`src/rtl/pipelined_control_unit.sv`:
```
// Main control unit for a 5-stage RISC pipeline: decodes the ID opcode and
// carries the control bundle through the ID/EX, EX/MEM and MEM/WB registers.
module pipelined_control_unit #(
  parameter int ALUOP_W     = 2,
  parameter bit ENABLE_JUMP = 1'b1,
  parameter int CNT_W       = 8
) (
  input  logic               clk,
  input  logic               rst_n,
  input  logic [6:0]         opcode,
  input  logic               id_valid,
  input  logic               control_sel,
  input  logic               flush_ex,
  input  logic               stall_all,
  output logic               ex_alusrc,
  output logic               ex_branch,
  output logic               ex_jump,
  output logic [ALUOP_W-1:0] ex_aluop,
  output logic               ex_valid,
  output logic               mem_memread,
  output logic               mem_memwrite,
  output logic               mem_branch,
  output logic               mem_jump,
  output logic               mem_valid,
  output logic               wb_memtoreg,
  output logic               wb_regwrite,
  output logic               wb_valid,
  output logic               ex_illegal,
  output logic [CNT_W-1:0]   illegal_cnt
);

  typedef struct packed {
    logic       alusrc;
    logic       memtoreg;
    logic       regwrite;
    logic       memread;
    logic       memwrite;
    logic       branch;
    logic       jump;
    logic [1:0] aluop;
  } ctrl_t;

  typedef struct packed {
    ctrl_t ctrl;
    logic  valid;
    logic  illegal;
  } id_ex_t;

  typedef struct packed {
    logic memread;
    logic memwrite;
    logic memtoreg;
    logic regwrite;
    logic branch;
    logic jump;
    logic valid;
  } ex_mem_t;

  typedef struct packed {
    logic memtoreg;
    logic regwrite;
    logic valid;
  } mem_wb_t;

  ctrl_t            dec;
  logic             dec_illegal;
  logic             bubble;
  id_ex_t           id_ex_q, id_ex_d;
  ex_mem_t          ex_mem_q, ex_mem_d;
  mem_wb_t          mem_wb_q, mem_wb_d;
  logic [CNT_W-1:0] cnt_q, cnt_d;

  always_comb begin
    dec         = '0;
    dec_illegal = 1'b0;
    case (opcode)
      7'b0000000: dec = 9'b0_0_0_0_0_0_0_00;
      7'b0000011: dec = 9'b1_1_1_1_0_0_0_00;
      7'b0100011: dec = 9'b1_0_0_0_1_0_0_00;
      7'b0110011: dec = 9'b0_0_1_0_0_0_0_10;
      7'b0010011: dec = 9'b1_0_1_0_0_0_0_11;
      7'b1100011: dec = 9'b0_0_0_0_0_1_0_01;
      7'b1101111: begin
        if (ENABLE_JUMP) dec = 9'b0_0_1_0_0_0_1_00;
        else             dec_illegal = 1'b1;
      end
      7'b1100111: begin
        if (ENABLE_JUMP) dec = 9'b1_0_1_0_0_0_1_00;
        else             dec_illegal = 1'b1;
      end
      default:    dec_illegal = 1'b1;
    endcase
  end

  assign bubble = control_sel | ~id_valid | flush_ex;

  // A stall freezes every stage and the counter; bubble sources are ignored.
  always_comb begin
    id_ex_d  = id_ex_q;
    ex_mem_d = ex_mem_q;
    mem_wb_d = mem_wb_q;
    cnt_d    = cnt_q;
    if (!stall_all) begin
      id_ex_d.ctrl    = bubble ? '0 : dec;
      id_ex_d.valid   = ~bubble;
      id_ex_d.illegal = ~bubble & dec_illegal;

      ex_mem_d.memread  = id_ex_q.ctrl.memread;
      ex_mem_d.memwrite = id_ex_q.ctrl.memwrite;
      ex_mem_d.memtoreg = id_ex_q.ctrl.memtoreg;
      ex_mem_d.regwrite = id_ex_q.ctrl.regwrite;
      ex_mem_d.branch   = id_ex_q.ctrl.branch;
      ex_mem_d.jump     = id_ex_q.ctrl.jump;
      ex_mem_d.valid    = id_ex_q.valid;

      mem_wb_d.memtoreg = ex_mem_q.memtoreg;
      mem_wb_d.regwrite = ex_mem_q.regwrite;
      mem_wb_d.valid    = ex_mem_q.valid;

      if (id_ex_d.illegal && (cnt_q != {CNT_W{1'b1}})) cnt_d = cnt_q + 1'b1;
    end
  end

  always_ff @(posedge clk or negedge rst_n) begin
    if (!rst_n) begin
      id_ex_q  <= '0;
      ex_mem_q <= '0;
      mem_wb_q <= '0;
      cnt_q    <= '0;
    end else begin
      id_ex_q  <= id_ex_d;
      ex_mem_q <= ex_mem_d;
      mem_wb_q <= mem_wb_d;
      cnt_q    <= cnt_d;
    end
  end

  assign ex_alusrc    = id_ex_q.ctrl.alusrc;
  assign ex_branch    = id_ex_q.ctrl.branch;
  assign ex_jump      = id_ex_q.ctrl.jump;
  assign ex_aluop     = ALUOP_W'(id_ex_q.ctrl.aluop);
  assign ex_valid     = id_ex_q.valid;
  assign ex_illegal   = id_ex_q.illegal;
  assign mem_memread  = ex_mem_q.memread;
  assign mem_memwrite = ex_mem_q.memwrite;
  assign mem_branch   = ex_mem_q.branch;
  assign mem_jump     = ex_mem_q.jump;
  assign mem_valid    = ex_mem_q.valid;
  assign wb_memtoreg  = mem_wb_q.memtoreg;
  assign wb_regwrite  = mem_wb_q.regwrite;
  assign wb_valid     = mem_wb_q.valid;
  assign illegal_cnt  = cnt_q;

endmodule

```
`config.mk`:
```
export PLATFORM = sky130hd
export DESIGN_NAME = pipelined_control_unit
export DESIGN_NICKNAME = d
export VERILOG_FILES = /design/src/rtl/pipelined_control_unit.sv
export SDC_FILE = /design/constraint.sdc
export NUM_CORES = 1
export LEC_CHECK = 0
export ABC_AREA = 1
export CORE_ASPECT_RATIO = 0.7
export CORE_MARGIN = 3
export CORE_UTILIZATION = 44
export DETAILED_ROUTE_END_ITERATION = 10
export HOLD_SLACK_MARGIN = 0.06
export PLACE_DENSITY = 0.86
export SETUP_SLACK_MARGIN = 0.4
export SLEW_MARGIN = 5
export SYNTH_ARGS = -nofsm -noshare
export SYNTH_HDL_FRONTEND = slang
export SYNTH_SLANG_ARGS = --single-unit
```
`constraint.sdc`:
```
create_clock -name clk -period 1.4 [get_ports clk]
set_clock_uncertainty 0.15 [all_clocks]
set_input_delay 0.28 -clock clk [delete_from_list [all_inputs] [get_ports clk]]
set_output_delay 0.28 -clock clk [all_outputs]
set_load 0.01 [all_outputs]
```
==> run summary <==
DRT
----------------------------------------------------------------------------------------------------
Total detailed-routing wirelength                                                            5090 um
1st-pass router iterations                                                                         5
Detailed-route wire length per cell                                                          17.1 um
Remaining routing DRC violations                                                                   0
Via density per instance                                                                        5.40
Total number of vias                                                                            1609
Remaining antenna violation count after routing                                                    0
Initial DRC Count                                                                                150

CLOCK NETWORK
----------------------------------------------------------------------------------------------------
Root buffer cell                                                                        sky130_fd_sc_hd__clkbuf_8
Number of clock sinks seen by CTS                                                                 27
# H-tree levels                                                                                    1
Clock-pin slew reported for the worst setup and hold paths after clock tree synthesis         100 ps
Clock Latency Late Sink                                                                       280 ps
Clock Tree Buf Depth                                                                               2
Total CTS buffers                                                                                  3
Clock tree from TritonCTS                                                                        yes

LAYOUT
----------------------------------------------------------------------------------------------------
Sequential cell area                                                                        678 um^2
Count of placed standard cells in the final layout, fillers left out                             298
Total of fill cells in the finished design                                                       163
Diodes inserted                                                                                    0
Area growth, synth to finish                                                                   65.6%
Leading cell type in the layout, fill and taps excluded                                 sky130_fd_sc_hd__buf_4
Share of the core filled with cells in the final layout                                        80.6%
Fraction of final layout cells with drive strength greater than 1                              53.4%
Number of nets at the end of the flow                                                            277
Max reg flops                                                                                      8
Most used cells in the layout excluding fill and tap cells                              sky130_fd_sc_hd__buf_4, sky130_fd_sc_hd__nand2_1, sky130_fd_sc_hd__dfrtp_1
Area occupied by multi-input gates                                                          811 um^2

PLACEMENT
----------------------------------------------------------------------------------------------------
Port Buf Inserts                                                                                  35
DP HPWL                                                                                      2840 um
Global placement routability congestion                                                        0.914
Placed cell count                                                                                269

SYNTH
----------------------------------------------------------------------------------------------------
Commonest register cell after synthesis                                                 sky130_fd_sc_hd__dfrtp_1
Post-synthesis share of cell area spent on xor and xnor gates                                  1.83%
Area fraction of the dominant cell type after synthesis                                        47.2%
Distinct cells, synth                                                                             29
Average size of a mapped cell                                                              8.38 um^2
Adder-Cell Fraction of Synth Area                                                             0.873%
Main combinational cell family by area after synthesis                                  simple AND/OR/NAND/NOR gates
Register area share after synthesis                                                            47.2%
Mapped cell area                                                                        0.00143 mm^2
Multiplexer area fraction after synthesis                                                         0%
Gate Count Post-Synth                                                                            171
Synthesis Warnings                                                                                 0
Number of enable flip-flop cells after synthesis                                                   0
Synthesized netlist net count                                                                    185
Most area-hungry cell type in the Yosys netlist                                         sky130_fd_sc_hd__dfrtp_1
Post-synthesis compound-gate area fraction                                                     7.16%
Area contributors post-synth                                                            sky130_fd_sc_hd__dfrtp_1, sky130_fd_sc_hd__nand2_1, sky130_fd_sc_hd__nand4_1
Simple-Gate Fraction of Synth Area                                                             34.8%
Flip-flop and latch count after synthesis                                                         27
Ys async rst share                                                                              100%

DIE
----------------------------------------------------------------------------------------------------
Floorplan Core Area                                                                     0.00294 mm^2
Width of the chip                                                                            74.2 um
Initial Util                                                                                   48.7%
Die footprint                                                                           0.00399 mm^2
I/O pin cnt                                                                                       36
Number of core rows                                                                               16
Height of the die                                                                            53.7 um

OUTCOME
----------------------------------------------------------------------------------------------------
Violated checks                                                                         setup timing
Run status                                                                              finished with violations

POWER AND IR DROP
----------------------------------------------------------------------------------------------------
Total power divided by cell area                                                         792 mW/mm^2
Standby leakage power                                                                        1.25 nW
Overall power consumption                                                                    1.88 mW
Clk network pwr share                                                                          23.8%
Internal power                                                                               1.30 mW
Share of total power in combinational logic                                                    29.9%
Maximum VDD drop                                                                            0.379 mV
Fraction of power spent switching nets                                                         30.7%
Sequential cell fraction of total power                                                        46.4%
Switching Power                                                                               576 uW

WORST SETUP PATH
----------------------------------------------------------------------------------------------------
Worst setup path start                                                                  illegal_cnt[1]$_DFFE_PN0P_
Nature of the critical path endpoint                                                            flop
Reg-to-reg critical path startpoint                                                     illegal_cnt[1]$_DFFE_PN0P_
Crit path arrival time                                                                       1570 ps
Maximum fanout along the worst path                                                                8
Kind of critical path                                                                     reg -> reg
Startpoint class of the critical path                                                           flop
Data required time at the worst endpoint                                                     1410 ps

GRT
----------------------------------------------------------------------------------------------------
Number of antenna violations at the first check in global routing                                  0
Congestion Overflow GR                                                                             0
First-pass GRT wire length                                                                   6780 um
Pin count of the biggest net entering global routing                                              20
Global-route usage over all layers                                                             22.6%
Via count of the first global-routing pass                                                      1428

TIMING
----------------------------------------------------------------------------------------------------
Share of the clock period used by the worst path                                                111%
Rel. slew slack                                                                                83.2%
Fmax                                                                                       0.643 GHz
Transition time of the tightest slew-check pin                                                252 ps
Final Setup Violations                                                                             9
Final Max Slew Viols                                                                               0
Unrepaired setup endpoints after global routing                                                 true
Time the worst path needs with I/O delays and setup                                          1560 ps
Number of hold violations in the final report                                                      0
Minimum setup slack in the final design                                                      -155 ps

JOB
----------------------------------------------------------------------------------------------------
Max-cap violation count                                                                            0

MIN PATH
----------------------------------------------------------------------------------------------------
Hold WC Path Type                                                                        in -> async

power groups by stage:
stage / Combinational, mW / Sequential (mW) / Clock (mW)
final: 0.561 / 0.871 / 0.447
after global routing: 0.605 / 0.872 / 0.473
after CTS: 0.459 / 0.861 / 0.429
after detailed placement: 0.471 / 0.880 / 0
after global placement: 0.458 / 0.879 / 0
after floorplan: 0.150 / 0.922 / 0
worst paths after layout:
check | to | slack, ps | depth (start not counted)
worst max-delay path | illegal_cnt[4]$_DFFE_PN0P_ | -160 | 7
worst min-delay path | illegal_cnt[7]$_DFFE_PN0P_ | 160 | 2
worst max register to register | illegal_cnt[4]$_DFFE_PN0P_ | -160 | 7
worst min register to register | ex_illegal$_DFFE_PN0N_ | 340 | 2
max in group asynchronous | mem_valid$_DFFE_PN0N_ | 680 | 2
min in group clk | ex_alusrc$_DFFE_PN0N_ | 240 | 6
critical path: stages, from the launching register on:
cell,delay (ps)
sky130_fd_sc_hd__dfrtp_2,460
sky130_fd_sc_hd__ha_4,190
sky130_fd_sc_hd__nand3_4,70
sky130_fd_sc_hd__nor2_4,60
sky130_fd_sc_hd__nand3_4,100
sky130_fd_sc_hd__nand4_4,210
sky130_fd_sc_hd__nand2_1,140
sky130_fd_sc_hd__nand2_1,60
area by class of cell:
type,count,share of cell area [%]
Clock buffer,3,1.74
Clock inverter,1,0.211
Inverter,23,4.32
Multi-Input combinational cell,119,34.2
Sequential cell,27,28.6
Tap cell,36,1.90
Timing Repair Buffer,89,29.1
per-stage QoR:
step	hold WS [ps]	worst slack, ps	cell area [um^2]	TNS (ps)
floorplan	-166	18.4	1510	0
global placement	314	-431	2110	-7410
detailed placement	318	-489	2110	-8290
CTS	170	-52.1	2200	-338
global route	186	-194	2370	-1380
finish	156	-155	2370	-1020
layer usage:
layer  vias to the layer above  track usage (%)  wire length [um]
met4                         0             3.31                92
met3                        10             4.10               353
met1                       787             29.4              2300
li1                        738                -                 -
met2                        74             40.3              2350
met5                         -                0                 0
repair_timing:
| action | in CTS | in global routing |
|---|---|---|
| resized for setup | 123 | 48 |
| endpoints found under the setup margin | 50 | 42 |
| hold buffers | 0 | 0 |
| cloned | 2 | 0 |
| setup buffers | 12 | 11 |
| pin swaps | 21 | 15 |
cell families after synthesis:
logic type	Yosys count
adders and majority gates	1
DFF	27
and+or+nand+nor	95
buffers and inverters	27
AOI/OAI and AO/OA	18
xor gates and xnor gates	3
synthesized netlist by cell type (2+ instances only):
| cell type | instances |
|---|---|
| sky130_fd_sc_hd__xnor2_1 | 2 |
| sky130_fd_sc_hd__buf_4 | 2 |
| sky130_fd_sc_hd__buf_2 | 2 |
| sky130_fd_sc_hd__nor2_1 | 8 |
| sky130_fd_sc_hd__nand3_2 | 2 |
| sky130_fd_sc_hd__nand2_1 | 59 |
| sky130_fd_sc_hd__nand4_4 | 2 |
| sky130_fd_sc_hd__nor2_4 | 3 |
| sky130_fd_sc_hd__nand3_1 | 5 |
| sky130_fd_sc_hd__dfrtp_1 | 27 |
| sky130_fd_sc_hd__nand4_1 | 11 |
| sky130_fd_sc_hd__o22ai_1 | 3 |
| sky130_fd_sc_hd__o21ai_0 | 10 |
| sky130_fd_sc_hd__inv_2 | 3 |
| sky130_fd_sc_hd__inv_1 | 18 |
Power figures use the tool's default switching activity.
